$ cat config.mk
export PLATFORM = sky130hd
export DESIGN_NAME = uart_tx_buffer
export DESIGN_NICKNAME = d
export VERILOG_FILES = /design/src/rtl/uart_pkg.sv /design/src/rtl/uart_tx_buffer_sync_fifo.sv /design/src/rtl/uart_tx_buffer.sv
export SDC_FILE = /design/constraint.sdc
export NUM_CORES = 1
export LEC_CHECK = 0
export CAP_MARGIN = 10
export CORE_ASPECT_RATIO = 0.8
export CORE_MARGIN = 8
export CORE_UTILIZATION = 55
export DETAILED_ROUTE_END_ITERATION = 10
export PLACE_DENSITY = 0.78
export SLEW_MARGIN = 20
export SYNTH_ARGS = -nofsm -noshare
export SYNTH_HDL_FRONTEND = slang
export SYNTH_SLANG_ARGS = --single-unit
$ cat constraint.sdc
create_clock -name clk -period 5.9 [get_ports clk]
set_input_delay 1.18 -clock clk [delete_from_list [all_inputs] [get_ports clk]]
set_output_delay 1.18 -clock clk [all_outputs]
set_load 0.02 [all_outputs]
$ cat src/rtl/uart_pkg.sv
// Shared definitions for the UART transmit buffer: data width and launch FSM states.
package uart_pkg;

  localparam int UART_DATA_WIDTH = 8;

  typedef enum logic {
    ST_IDLE = 1'b0,
    ST_HOLD = 1'b1
  } launch_state_t;

endpackage

$ cat src/rtl/uart_tx_buffer_sync_fifo.sv
// Synchronous FIFO with a combinational head read and an occupancy counter 0..DEPTH.
module sync_fifo #(
  parameter int DATA_WIDTH = 8,
  parameter int DEPTH      = 16
) (
  input  logic                        clk,
  input  logic                        rst_n,
  input  logic                        wr_en,
  input  logic [DATA_WIDTH-1:0]       wr_data,
  input  logic                        rd_en,
  output logic [DATA_WIDTH-1:0]       rd_data,
  output logic [$clog2(DEPTH):0]      count,
  output logic                        full,
  output logic                        empty
);

  localparam int ADDR_WIDTH = $clog2(DEPTH);
  localparam logic [ADDR_WIDTH:0] FULL_COUNT = DEPTH[ADDR_WIDTH:0];

  logic [DATA_WIDTH-1:0] r_mem [DEPTH];
  logic [ADDR_WIDTH-1:0] r_wr_ptr;
  logic [ADDR_WIDTH-1:0] r_rd_ptr;
  logic [ADDR_WIDTH:0]   r_count;

  assign rd_data = r_mem[r_rd_ptr];
  assign count   = r_count;
  assign full    = (r_count == FULL_COUNT);
  assign empty   = (r_count == '0);

  // Storage is not reset; only pointers and count define which entries are live.
  always_ff @(posedge clk) begin
    if (wr_en && rst_n) begin
      r_mem[r_wr_ptr] <= wr_data;
    end
  end

  always_ff @(posedge clk) begin
    if (!rst_n) begin
      r_wr_ptr <= '0;
      r_rd_ptr <= '0;
      r_count  <= '0;
    end else begin
      if (wr_en) r_wr_ptr <= r_wr_ptr + ADDR_WIDTH'(1);
      if (rd_en) r_rd_ptr <= r_rd_ptr + ADDR_WIDTH'(1);
      case ({wr_en, rd_en})
        2'b10:   r_count <= r_count + (ADDR_WIDTH+1)'(1);
        2'b01:   r_count <= r_count - (ADDR_WIDTH+1)'(1);
        default: r_count <= r_count;
      endcase
    end
  end

endmodule

$ cat src/rtl/uart_tx_buffer.sv
// Byte FIFO feeding a UART transmitter: one-cycle txStart launches gated by txBusy.
module uart_tx_buffer
  import uart_pkg::*;
#(
  parameter int DATA_WIDTH = UART_DATA_WIDTH,
  parameter int DEPTH      = 16
) (
  input  logic                  clk,
  input  logic                  rst_n,
  input  logic [DATA_WIDTH-1:0] data,
  input  logic                  dataReady,
  input  logic                  txBusy,
  output logic                  txStart,
  output logic [DATA_WIDTH-1:0] txData,
  output logic                  bufEmpty,
  output logic                  bufFull,
  output logic                  overflow,
  output logic                  o_dbg_state
);

  localparam int ADDR_WIDTH = $clog2(DEPTH);
  localparam logic [ADDR_WIDTH:0] FULL_COUNT = DEPTH[ADDR_WIDTH:0];

  // Producer side: level strobe, no backpressure; a write is taken whenever a slot
  // is free at the edge (including the slot freed by a pop in the same cycle),
  // otherwise the byte is dropped and overflow latches.
  launch_state_t         r_state;
  logic                  r_tx_start;
  logic [DATA_WIDTH-1:0] r_tx_data;
  logic                  r_overflow;

  logic                  w_push;
  logic                  w_pop;
  logic                  w_full;
  logic                  w_empty;
  logic [DATA_WIDTH-1:0] w_head;
  logic [ADDR_WIDTH:0]   w_count;

  assign w_pop  = (r_state == ST_IDLE) && !w_empty && !txBusy;
  assign w_push = dataReady && (!w_full || w_pop);

  sync_fifo #(
    .DATA_WIDTH(DATA_WIDTH),
    .DEPTH     (DEPTH)
  ) u_fifo (
    .clk    (clk),
    .rst_n  (rst_n),
    .wr_en  (w_push),
    .wr_data(data),
    .rd_en  (w_pop),
    .rd_data(w_head),
    .count  (w_count),
    .full   (w_full),
    .empty  (w_empty)
  );

  // HOLD gives the transmitter one cycle to raise txBusy after a launch.
  always_ff @(posedge clk) begin
    if (!rst_n) begin
      r_state    <= ST_IDLE;
      r_tx_start <= 1'b0;
      r_tx_data  <= '0;
      r_overflow <= 1'b0;
    end else begin
      if (dataReady && !w_push) r_overflow <= 1'b1;
      case (r_state)
        ST_IDLE: begin
          if (w_pop) begin
            r_tx_data  <= w_head;
            r_tx_start <= 1'b1;
            r_state    <= ST_HOLD;
          end else begin
            r_tx_start <= 1'b0;
          end
        end
        default: begin
          r_tx_start <= 1'b0;
          r_state    <= ST_IDLE;
        end
      endcase
    end
  end

  assign txStart     = r_tx_start;
  assign txData      = r_tx_data;
  assign overflow    = r_overflow;
  assign bufEmpty    = (w_count == '0);
  assign bufFull     = (w_count == FULL_COUNT);
  assign o_dbg_state = r_state;

endmodule

-- Word level (Yosys, flattened, before mapping)
Memory sizes are Yosys's and may differ from the RTL's. A register that Yosys moved wholly into a read port is not among the register bits.
Cells that the tools add are included.
- register bits after elaboration: 15
- memory bits (writable): 128
- bits of input ports: 12
- logic and storage cells: 34
- memories: 1
- memories (memory ; depth ; bits a word ; rd ports ; clocked after Yosys merged registers in ; wr ports ; line ; RTL):
    u_fifo.r_mem ; 16 ; 8 ; 1 ; 1 ; 1 ; uart_tx_buffer_sync_fifo.sv:20 ; logic [DATA_WIDTH-1:0] r_mem [DEPTH];
- add/subtract/negate cells: 4
- equality and inequality tests: 3
- muxes and demuxes: 4
- bitwise operators: 2
- reductions and logical operators: 15
- operators with widths (cell ; count):
    $pmux W5 S2 ; 1
    $add A4 B1 Y4 const B ; 2
    $add A5 B1 Y5 const B ; 1
    $eq A5 B5 Y1 const B ; 1
    $logic_and A1 B1 Y1 ; 5
    $logic_not A1 Y1 ; 5
    $logic_not A5 Y1 ; 1
    $sub A5 B1 Y5 const B ; 1
    $mux W1 ; 3
    $eq A2 B1 Y1 const B ; 1
    $eq A2 B2 Y1 const B ; 1
    $not A1 Y1 ; 2
    $reduce_and A2 Y1 ; 1
    $reduce_bool A2 Y1 ; 1
    $reduce_or A2 Y1 ; 1
    $logic_or A1 B1 Y1 ; 1

-- Depth between registers and ports, before layout
Gate-level depths: netlist (run 1).
- depth in word-level cells: 9
- gate-level depth with buffers: 8
- gate-level depth less buffers: 7

-- Cells and area by module
A second synthesis (run 1) with hierarchy kept.
- cells, all modules: 363
- area, all modules: 6352.3 µm²
- by module, submodules not included (module ; instances ; cells an instance ; area an instance (µm²)):
    sync_fifo ; 1 ; 314 ; 5913.2
    uart_tx_buffer ; 1 ; 49 ; 439.2

-- Least setup slack after synthesis (run 1)
No wires, ideal clock.
- kind: input port to flip-flop
- start point: input port txBusy
- end point: register u_fifo.r_count[4] (netlist: u_fifo.count[4])
- library setup time: 138 ps
- arrival time: 3301 ps
- slack: 2461 ps
- stages: 8
- buffers on the path: 1
- cell sequence: or2_2 -> clkbuf_1 -> a211oi_1 -> ha_1 -> a21o_1 -> a2111o_1 -> o211ai_1 -> a41oi_1
- cells in the longest elaborated chain, start to end: 6
- ends and longest elaborated chain (element ; line ; RTL):
    start, declared ; uart_tx_buffer.sv:12 ; input logic txBusy,
    $logic_not A1 Y1 * ; uart_tx_buffer.sv:39 ; assign w_pop = (r_state == ST_IDLE) && !w_empty && !txBusy;
    $logic_and A1 B1 Y1 * ; uart_tx_buffer.sv:39 ;
    $logic_or A1 B1 Y1 ; uart_tx_buffer.sv:40 ; assign w_push = dataReady && (!w_full || w_pop);
    $logic_and A1 B1 Y1 ; uart_tx_buffer.sv:40 ;
    $eq A2 B1 Y1 or $eq A2 B2 Y1 (tied branches) ; uart_tx_buffer_sync_fifo.sv:45 ; case ({wr_en, rd_en})
    $pmux W5 S2 or $reduce_bool A2 Y1 (tied branches) ; - ;
    end signal, assigned ; uart_tx_buffer_sync_fifo.sv:46 ; 2'b10: r_count <= r_count + (ADDR_WIDTH+1)'(1);
    end signal, assigned ; uart_tx_buffer_sync_fifo.sv:47 ; 2'b01: r_count <= r_count - (ADDR_WIDTH+1)'(1);
    end signal, assigned ; uart_tx_buffer_sync_fifo.sv:48 ; default: r_count <= r_count;
    end, declared ; uart_tx_buffer_sync_fifo.sv:23 ; logic [ADDR_WIDTH:0] r_count;
Every way passes the cells marked *; elsewhere a longest branch is shown, timed or not.
A chain may end at the register's enable or synchronous reset.

-- Final worst setup path (run 1)
- start point: input port rst_n
- end point: memory u_fifo.r_mem[10][4], enable pin
- cells in the longest elaborated chain, start to end: 3
- ends and longest elaborated chain (element ; line ; RTL):
    start, declared ; uart_tx_buffer.sv:9 ; input logic rst_n,
    $logic_and A1 B1 Y1 ; uart_tx_buffer_sync_fifo.sv:32 ; if (wr_en && rst_n) begin
    $mux W1 ; uart_tx_buffer_sync_fifo.sv:32 ;
    $mux W1 (not written as such) ; uart_tx_buffer_sync_fifo.sv:33 ; r_mem[r_wr_ptr] <= wr_data;
    end, declared ; uart_tx_buffer_sync_fifo.sv:20 ;
No other way between the ends.

==> results of run 1 <==
[cells in the mapped netlist (2+ instances only)]
library cell and count:
edfxtp_1 128, mux2i_1 38, nor2_1 34, dfxtp_1 23
mux4_2 16, o22ai_1 16, nand2_1 13, clkbuf_1 10
a22oi_1 8, a31oi_1 8, ha_1 8, o21ai_0 8
inv_1 7, buf_2 6, nand3_1 6, or3_1 5
a21o_1 3, buf_1 3, xnor2_1 3, xor2_1 3
a211oi_1 2, a21oi_1 2, a31oi_2 2, nor2b_1 2
o211ai_1 2
[path summary, 6_finish.rpt]
| check | cells past startpoint | endpoint | slack [ps] | from |
|---|---|---|---|---|
| max reg2reg | 7 | u_fifo.count[4] | 3190 | txStart |
| min | 1 | overflow | 470 | overflow |
| max | 4 | u_fifo.r_mem[10][4] | 2290 | rst_n |
| min reg2reg | 1 | overflow | 470 | overflow |
[registers in the layout (all words and copies together), names as in the netlist]
name,cells
u_fifo.r_wr_ptr,4
txStart,1
u_fifo.r_mem,128
overflow,1
txData,8
u_fifo.count,5
u_fifo.r_rd_ptr,4
[worst max-delay path: cells and delay by family]
| family | cells | cell delay, ps |
|---|---|---|
| and+or+nand+nor | 2 | 1120 |
| buffers and inverters | 2 | 1330 |
[power by group through the flow]
stage	Combinational, uW	Clock [uW]	Sequential [uW]
6_report	460	1030	1250
5_1_grt	497	1090	1250
4_1_cts	460	1050	1250
3_5_place_dp	456	0	1270
3_3_place_gp	445	0	1270
2_1_floorplan	304	0	1270
[area by class of cell]
type,count,area share [%]
Tap cell,144,2.57
Sequential cell,151,61.4
Multi-Input combinational cell,196,23.7
Clock inverter,6,0.518
Inverter,7,0.375
Clock buffer,26,7.75
Timing Repair Buffer,26,3.64
[logic make-up after synthesis]
family,count (synthesis)
buffers and inverters,27
muxes,54
adders and majority gates,9
DFF,151
AOI/OAI and AO/OA,57
xor gates and xnor gates,6
and+or+nand+nor,70
[routing by layer]
metal,up-vias,GRT usage (%),routed length (um)
met5,-,0,0
met4,0,6.71,142
met3,13,5.89,894
met2,116,28.6,6010
met1,1657,21.2,5090
li1,1516,-,-
[placed cells by master (no fill, tap or decap), types with 4 or more instances in the layout]
master,synthesis,layout
a22oi_1,8,8
a31oi_1,8,8
clkbuf_1,10,4
clkbuf_16,0,20
clkdlybuf4s50_1,0,24
clkinv_2,0,4
dfxtp_1,23,22
edfxtp_1,128,128
ha_1,8,8
inv_1,7,7
mux2i_1,38,38
mux4_2,16,16
nand2_1,13,13
nand3_1,6,6
nor2_1,34,34
o21ai_0,8,8
o22ai_1,16,16
or3_1,5,5
[through the flow]
| stage | instances | utilization [%] | hold WS [ps] | worst slack, ps |
|---|---|---|---|---|
| after floorplan | 374 | - | 498 | 2460 |
| after global placement | 524 | 59.5 | 451 | 2020 |
| after detailed placement | 524 | 59.5 | 459 | 1930 |
| after CTS | 556 | 64.8 | 473 | 2370 |
| after global routing | 556 | 64.8 | 495 | 2190 |
| final | 556 | 64.8 | 468 | 2290 |
==> implementation parameters, run 1 <==
Parameter                              Value

Outcome
  Run status ... complete, no violations

Yosys
  Distinct cell type count after synthesis ... between 40 and 50
  Sequential area share after synthesis ... 70.8%
  Largest area contributor in the synthesized netlist ... edfxtp_1
  Area of the mapped netlist ... 0.00608 mm2
  Area share of and/or/nand/nor cells after synthesis ... 5.56%
  Fraction of synthesized cell area in xor and xnor cells ... less than 1%
  Post-Synth Adder-Cell Area ... 1.98%
  Synthesized flop and latch total ... 151
  Number of warnings issued by yosys ... 0
  Proportion of synthesized area in mux cells ... 12.2%
  Number of synthesized flops with an enable pin ... 128
  Post-Syn Instances ... 374
  Portion of synthesized cell area occupied by the leading cell type ... a little over three fifths
  Compound-Gate Fraction of Synth Area ... ~6.7%
  Main combinational cell family by area after synthesis ... multiplexers
  Post-synthesis async set-or-reset flop share ... 0%
  Post-Synthesis Net Count ... between 300 and 400
  Dominant register cell in the synthesized netlist ... edfxtp_1
  Mean instance size in the synthesized netlist ... around 16 um2
  Area contributors post-synth ... edfxtp_1 (63%), dfxtp_1 (7.6%), mux2i_1 (6.3%)

Die
  I/O pin count ... 25
  Placeable Area ... about 0.011 mm2
  DIE AREA ... 0.0147 mm2
  Starting density of the core ... 56.2%
  Die width ... around 130 um
  Std-Cell Rows ... 34
  Height of the die ... ~110 um

Timing
  Shortest period the worst path allows ... 3610 ps
  Transition at the pin with the smallest max-transition slack ... roughly 830 ps
  Clock skew ... between 9 and 10 ps
  Max Transition Viols Final ... 0
  Number of setup violations in the final report ... 0
  Hold Fails Final Rpt ... 0
  Final TNS setup ... 0 ps
  Headroom to the max-slew limit ... 44.5%
  Maximum clock frequency ... approximately 0.28 GHz
  Final cycle utilization of the critical path ... ~61%
  RSZ-0062 raised after global routing ... false

Hold path
  Tightest Hold Check Type ... reg2reg

Detailed routing
  Drt first pass iters ... 5
  Routed length per instance ... 21.8 um
  Number of vias per cell ... ~5.9
  Final wirelength ... roughly 12000 um
  Number of DRC violations after detailed routing ... 0
  Iteration-0 DRC count of the detailed router ... 339
  DR vias ... between 3000 and 4000
  ANT nets after route ... 0

Pwr
  Internal ... around 2000 uW
  Combinational share of power ... about 17%
  Pwr Density ... approximately 400 mW/mm2
  Total power consumption of the routed design ... between 2000 and 3000 uW
  Static power due to leakage ... 0.00224 uW
  Peak supply drop ... between 0.2 and 0.3 mV
  Share of total power in the clock network ... 37.6%
  Net Sw Power ... ~710 uW
  Fraction of power spent switching nets ... 25.8%
  Proportion of power drawn by flip-flops and latches ... 45.6%

GRT
  GRT Resource Usage Total ... around 17%
  Number of global-route vias before repair ... 3359
  Total congestion overflow after global routing ... 0
  Maximum number of pins on one net before global-route repair ... a little over 50
  Antenna violations before repair ... 0
  First-pass GRT wire length ... 18500 um

Clock tree
  Total clock buffers created by CTS ... 17
  H-tree depth reported by CTS ... 4
  Number of clock sinks seen by CTS ... between 150 and 200
  CTS hold repair buffers ... 0
  Worst-Skew Late Latency ... 410 ps
  CTS Root Buffer Type ... clkbuf_16
  Longest Clk Path Bufs ... 2
  Clock-pin slew reported for the worst setup and hold paths after clock tree synthesis ... around 60 ps
  Post-CTS Setup Inserts ... 0
  Clock tree from TritonCTS ... built
  Count of instances resized after the clock tree is built ... 0

Setup path
  Crit path required time ... between 5000 and 6000 ps
  Worst setup path class ... in2reg
  Crit path max fanout ... 20
  Critical path arrival ... between 3000 and 4000 ps
  Crit path cell chain ... clkdlybuf4s50_1, inv_1, or3_1, nor2_1
  Worst stage delay on the critical path ... roughly 960 ps
  Cell with the largest stage delay on the worst path ... clkdlybuf4s50_1
  Startpoint type of the worst setup path ... primary input
  Kind of end point of the critical path ... register

Placement
  Post-DP HPWL ... between 7000 and 8000 um
  Placer congestion estimate ... around 0.88
  Dpl cell area ... around 0.0064 mm2
  Count of buffers from port buffering ... 24

Layout
  Fraction of final layout cells with drive strength greater than 1 ... about an eighth
  Number of filler instances in the final layout ... around 770
  Final net count ... 420
  Antenna diode instance count ... 0
  Non-Filler Cell Area, Final ... between 0.007 and 0.008 mm2
  Synth-to-Final Area Change ... 15.3%
  Multi-input gate area in the final layout ... ~0.0017 mm2
  Sequential standard cell area ... ~0.0043 mm2

Job
  Max-capacitance violation count ... 0
Power figures use the tool's default switching activity.
==> run 2: changes to the inputs <==
- CORE_UTILIZATION: 55 -> 54
- PLACE_DENSITY: 0.78 -> 0.8
- clock period: 5.9 -> 3.3 ns (I/O delays scaled with it)
==> run 2 against run 1 <==
Against the previous run: sequential power grew 78%; non-clock buffer count is 19 higher; flip-flop and latch count unchanged; highest routed layer unchanged.
==> implementation parameters, run 2 (synthesis results as in run 1) <==
Parameter                              Value

Outcome
  Run status ... complete, no violations

Pwr
  Share of total power in the clock network ... 37.4% (-0.2 points)
  Static power due to leakage ... 0.00232 uW (+3.9%)
  Net Sw Power ... 1350 uW (+91%)
  Fraction of power spent switching nets ... 27.5% (+1.7 points)
  Pwr Density ... 686 mW/mm2 (+76%)
  Internal ... 3560 uW (+75%)
  Peak supply drop ... 0.405 mV (+39%)
  Proportion of power drawn by flip-flops and latches ... 45.4% (-0.2 points)
  Combinational share of power ... 17.2% (+0.4 points)

Setup path
  Cells on worst reg2reg path ... 8 (+1)
  Endpoint of the worst setup timing path ... bufEmpty
  Startpoint type of the worst setup path ... register
  Crit Reg-Reg Startpoint ... u_fifo.count[0]
  Capturing point of the worst reg2reg path ... u_fifo.count[4]
  Crit path required time ... 2640 ps (-3300 ps)
  R2R Setup Slk ... 750 ps (-2440 ps)
  Launching instance or port of the critical path ... u_fifo.count[0]
  Kind of end point of the critical path ... primary output
  Crit path max fanout ... 6 (-70%)
  Critical path arrival ... 2220 ps (-1420 ps)
  Worst setup path class ... reg2out

GRT
  Maximum number of pins on one net before global-route repair ... 51 (unchanged)
  Number of global-route vias before repair ... 3553 (+5.8%)
  GRT Resource Usage Total ... 17.8% (+0.37 points)
  Antenna violations before repair ... 0 (unchanged)
  Total congestion overflow after global routing ... 0 (unchanged)
  First-pass GRT wire length ... 19600 um (+5.5%)

Layout
  Flip-flop count of the largest register, all copies and words added ... 128 (unchanged)
  Number of filler instances in the final layout ... 738 (-3.8%)
  Most common cell after layout, fill and taps aside ... edfxtp_1
  Synth-to-Final Area Change ... 17.6%
  Fraction of final layout cells with drive strength greater than 1 ... 17.6% (+4.3 points)
  Antenna diode instance count ... 0 (unchanged)
  Sequential standard cell area ... 0.00431 mm2 (unchanged)
  Multi-input gate area in the final layout ... 0.00166 mm2 (unchanged)
  Commonest non-fill, non-tap cells in the layout ... edfxtp_1 (128), mux2i_1 (38), nor2_1 (34)
  Most flops, register ... u_fifo.r_mem
  Final net count ... 439 (+4.5%)

Timing
  Clock skew ... 9.98 ps (+0.721 ps)
  Maximum clock frequency ... 0.348 GHz
  Headroom to the max-slew limit ... 50.8% (+6.3 points)
  Shortest period the worst path allows ... around 2900 ps
  Worst setup slack after layout ... 424 ps (-1870 ps)
  Hold Fails Final Rpt ... 0 (unchanged)
  Final cycle utilization of the critical path ... between 80% and 90%
  RSZ-0062 raised after global routing ... false
  Transition at the pin with the smallest max-transition slack ... 736 ps (-96.9 ps)
  Number of setup violations in the final report ... 0 (unchanged)
  Max Transition Viols Final ... 0 (unchanged)
  Final TNS setup ... 0 ps (unchanged)

Detailed routing
  Number of vias per cell ... 6.16 (+3.7%)
  ANT nets after route ... 0 (unchanged)
  Number of DRC violations after detailed routing ... 0 (unchanged)
  Drt first pass iters ... 5 (unchanged)
  Iteration-0 DRC count of the detailed router ... 385 (+14%)
  Routed length per instance ... 22.0 um (+0.72%)
  Final wirelength ... 12600 um (+4.2%)
  DR vias ... 3541 (+7.2%)

Clock tree
  Number of clock sinks seen by CTS ... 151 (unchanged)
  Post-CTS Setup Inserts ... 0 (unchanged)
  Count of instances resized after the clock tree is built ... 0 (unchanged)
  CTS hold repair buffers ... 0 (unchanged)
  Clock tree from TritonCTS ... built
  Worst-Skew Late Latency ... 420 ps (about the same)
  CTS Root Buffer Type ... clkbuf_16
  Clock-pin slew reported for the worst setup and hold paths after clock tree synthesis ... 60 ps (about the same)
  Total clock buffers created by CTS ... 17 (unchanged)
  H-tree depth reported by CTS ... 4 (unchanged)
  Longest Clk Path Bufs ... 2 (unchanged)

Placement
  Count of buffers from port buffering ... 24 (unchanged)
  Post-DP HPWL ... 7900 um (+0.31%)
  Worst setup timing slack at the placement stage ... 269 ps (-1660 ps)
  Placer congestion estimate ... 0.841 (-5.0%)

Hold path
  Tightest Hold Check Type ... reg2reg

Die
  DIE AREA ... 0.0149 mm2 (+1.6%)
  Height of the die ... 111 um (+0.79%)
  Starting density of the core ... 55.6% (-0.66 points)
  Die width ... 135 um (+0.81%)
  Placeable Area ... 0.0109 mm2 (+1.2%)
  Std-Cell Rows ... 34 (unchanged)
  I/O pin count ... 25 (unchanged)

Job
  Max-capacitance violation count ... 0 (unchanged)
run 2: changes by cell type in the layout (fill, tap and decap cells not counted), moves of 2 or more:
cell | before | now
buf_4 | 2 | 20
inv_6 | 0 | 5
clkbuf_1 | 4 | 0
clkinv_2 | 4 | 0
clkbuf_16 | 20 | 17
clkbuf_8 | 2 | 0
clkinv_1 | 0 | 2
clkinv_4 | 1 | 3
clkinvlp_4 | 1 | 3
run 2: worst min-delay path by stage:
stage | cells past startpoint | slack, ps | end | start
3_5_place_dp | 1 | 460 | overflow | overflow
5_1_grt | 1 | 490 | overflow | overflow
3_3_place_gp | 1 | 450 | overflow | overflow
6_report | 1 | 470 | overflow | overflow
4_1_cts | 1 | 470 | overflow | overflow
2_1_floorplan | 2 | 500 | u_fifo.count[3] | u_fifo.count[3]
run 2: area by class of cell:
class	count	share of cell area, %
clock buffer	17	5.95
sequential	151	60.2
multi-input combinational	196	23.2
timing repair buffer	45	5.74
clock inverter	15	1.98
tap	144	2.52
inverter	7	0.368
run 2: layer usage:
layer	vias up	wire, um	GRT usage, %
li1	1560	-	-
met1	1766	5210	22.9
met2	192	5840	26.4
met3	23	1360	6.84
met4	0	233	7.24
met5	-	0	0
run 2: stage by stage:
| step | util [%] | area, um2 | std cells | hold WS, ps | power (uW) |
|---|---|---|---|---|---|
| CTS | 65.4 | 7150 | 575 | 471 | 4930 |
| finish | 65.4 | 7150 | 575 | 466 | 4900 |
| global route | 65.4 | 7150 | 575 | 488 | 5090 |
| global placement | 60.2 | 6580 | 543 | 449 | 3070 |
| floorplan | - | 6080 | 374 | 498 | 2820 |
| detailed placement | 60.2 | 6580 | 543 | 456 | 3100 |
run 2: worst max-delay path: stages (launching register included):
cell and delay (ps):
dfxtp_1 390, or4_4 620, nor2_1 160, clkdlybuf4s50_1 630
run 2: power by group through the flow:
stage,logic [uW],clock network (uW),registers (uW)
6_report,843,1830,2230
2_1_floorplan,544,0,2280
3_3_place_gp,811,0,2260
3_5_place_dp,833,0,2260
5_1_grt,910,1940,2240
4_1_cts,838,1870,2230
==> run 3: changes to the inputs <==
- RECOVER_POWER: default -> 25
==> run 3 against run 2 <==
Against the previous run: maximum frequency shrank 3.7%; sequential share of layout area is essentially flat; register-to-register slack is essentially flat; clock power is essentially flat; highest routed layer unchanged.
==> implementation parameters, run 3 (synthesis results as in run 1) <==
Parameter                              Value

Outcome
  Run status ... complete, no violations

Setup path
  Crit path max fanout ... 6 (unchanged)
  Crit Reg-Reg Startpoint ... u_fifo.count[0]
  Critical path arrival ... 2330 ps (+110 ps)
  Crit path required time ... 2640 ps (about the same)
  Worst stage delay on the critical path ... 690 ps (+60 ps)
  Launching instance or port of the critical path ... u_fifo.count[0]
  Kind of end point of the critical path ... primary output
  Buffers and inverters on the worst path ... 1 (unchanged)
  Startpoint type of the worst setup path ... register
  Cell with the largest stage delay on the worst path ... or4_1
  Crit path cell chain ... or4_1, nor2_1, clkdlybuf4s50_1
  Top delay family on crit path ... simple AND/OR/NAND/NOR gates
  Worst setup path class ... reg2out

Layout
  Most flops, register ... u_fifo.r_mem
  Commonest non-fill, non-tap cells in the layout ... edfxtp_1 (128), mux2i_1 (38), nor2_1 (34)
  Most common cell after layout, fill and taps aside ... edfxtp_1
  Final net count ... 439 (unchanged)
  Layout Cells excl Fill ... 575 (unchanged)
  Synth-to-Final Area Change ... 17.6% (about the same)
  Flip-flop count of the largest register, all copies and words added ... 128 (unchanged)
  Fraction of final layout cells with drive strength greater than 1 ... 17.4% (-0.23 points)
  Antenna diode instance count ... 0 (unchanged)

Die
  DIE AREA ... 0.0149 mm2 (unchanged)
  Placeable Area ... 0.0109 mm2 (unchanged)
  Die width ... 135 um (unchanged)
  I/O pin count ... 25 (unchanged)
  Std-Cell Rows ... 34 (unchanged)
  Starting density of the core ... 55.6% (unchanged)
  Height of the die ... 111 um (unchanged)

Detailed routing
  Routed length per instance ... 22.0 um (+0.11%)
  Number of DRC violations after detailed routing ... 0 (unchanged)
  DR vias ... 3555 (+0.40%)
  Drt first pass iters ... 7 (+2)
  ANT nets after route ... 0 (unchanged)
  Number of vias per cell ... 6.18 (+0.40%)
  Iteration-0 DRC count of the detailed router ... 385 (unchanged)
  Final wirelength ... 12700 um (+0.11%)

Pwr
  Pwr Density ... 685 mW/mm2 (-0.13%)
  Peak supply drop ... 0.406 mV (+0.23%)
  Static power due to leakage ... 0.00232 uW (about the same)

Timing
  Maximum clock frequency ... 0.335 GHz (-3.7%)
  Worst setup slack after layout ... 314 ps (-110 ps)
  Max Transition Viols Final ... 0 (unchanged)
  Clock skew ... 7.19 ps (-2.79 ps)
  Final cycle utilization of the critical path ... 90.5% (+3.3 points)
  RSZ-0062 raised after global routing ... false
  Headroom to the max-slew limit ... 50.5% (-0.31 points)
  Hold Fails Final Rpt ... 0 (unchanged)
  Shortest period the worst path allows ... 2990 ps (+110 ps)
  Number of setup violations in the final report ... 0 (unchanged)
  Transition at the pin with the smallest max-transition slack ... 741 ps (+4.64 ps)
  Final TNS setup ... 0 ps (unchanged)

Clock tree
  Clock-pin slew reported for the worst setup and hold paths after clock tree synthesis ... 60 ps (about the same)
  CTS Root Buffer Type ... clkbuf_16
  Number of clock sinks seen by CTS ... 151 (unchanged)
  Post-CTS Setup Inserts ... 0 (unchanged)
  H-tree depth reported by CTS ... 4 (unchanged)
  Worst-Skew Late Latency ... 420 ps (about the same)
  CTS hold repair buffers ... 0 (unchanged)
  Count of instances resized after the clock tree is built ... 0 (unchanged)
  Total clock buffers created by CTS ... 17 (unchanged)
  Longest Clk Path Bufs ... 2 (unchanged)
  Clock tree from TritonCTS ... built

Placement
  Placed cells ... 543 (unchanged)
  Placer congestion estimate ... 0.841 (unchanged)
  Count of buffers from port buffering ... 24 (unchanged)
  Post-DP HPWL ... 7900 um (unchanged)
  Worst setup timing slack at the placement stage ... 269 ps (unchanged)

GRT
  First-pass GRT wire length ... 19600 um (unchanged)
  M3 GR Usage ... 6.84% (unchanged)
  Routing layer with the top usage in global route ... met2
  Number of global-route vias before repair ... 3553 (unchanged)
  Antenna violations before repair ... 0 (unchanged)
  GRT Resource Usage Total ... 17.8% (unchanged)
  Total congestion overflow after global routing ... 0 (unchanged)
  Global-route track usage on met2 ... 26.4% (unchanged)
  Maximum number of pins on one net before global-route repair ... 51 (unchanged)
  Global routing usage on met1 ... 22.9% (unchanged)

Hold path
  Hold path startpoint ... overflow
  Tightest Hold Check Type ... reg2reg

Job
  Max-capacitance violation count ... 0 (unchanged)
-- run 3: cell count changes in the layout (fill, tap and decap cells not counted) --
cell / change
or4_1: +1
or4_4: -1
dlygate4sd3_1: +5
clkdlybuf4s50_1: -5
-- run 3: worst register-to-register path, cell delays in order (launching register included) --
cell      delay [ps]
dfxtp_1          390
nor4_4           470
a211oi_1         170
buf_4            180
fa_1             400
a21o_1           210
a2111o_1         400
o211ai_1         100
a41oi_1          130
-- run 3: cell type report --
cell class	count	area [um2]
flip-flops and latches	151	4310
fillers	740	3790
multi-input cells	196	1660
clock buffers	17	425
repair buffers	45	410
well taps	144	180
clock inverters	15	141
inverters	7	26.3
-- run 3: path summary, 6_finish.rpt --
kind	end	slack, ps	cells past startpoint
worst max-delay path	bufEmpty	310	3
worst min-delay path	overflow	470	1
worst max register to register	u_fifo.count[4]	740	8
worst min register to register	overflow	470	1
-- run 3: per-layer routing --
metal	wire length, um	up-vias	share of wire (%)
li1	-	1562	-
met1	5290	1784	42
met2	5850	183	46
met3	1270	26	10
met4	251	0	2.0
met5	0	-	0
-- run 3: report_power, final --
part	internal, uW	total, uW	leakage, uW	switching (uW)
Sequential	2150	2230	0.00134	77.4
Combinational	347	833	0.000715	486
Clock	1050	1830	0.000268	785
-- run 3: per-stage QoR --
stage	hold WS (ps)	utilization [%]	instance area [um2]	total power [uW]
6_report	466	65.4	7150	4890
5_1_grt	488	65.4	7150	5080
4_1_cts	471	65.4	7150	4930
3_5_place_dp	456	60.2	6580	3100
3_3_place_gp	449	60.2	6580	3070
2_1_floorplan	498	-	6080	2820
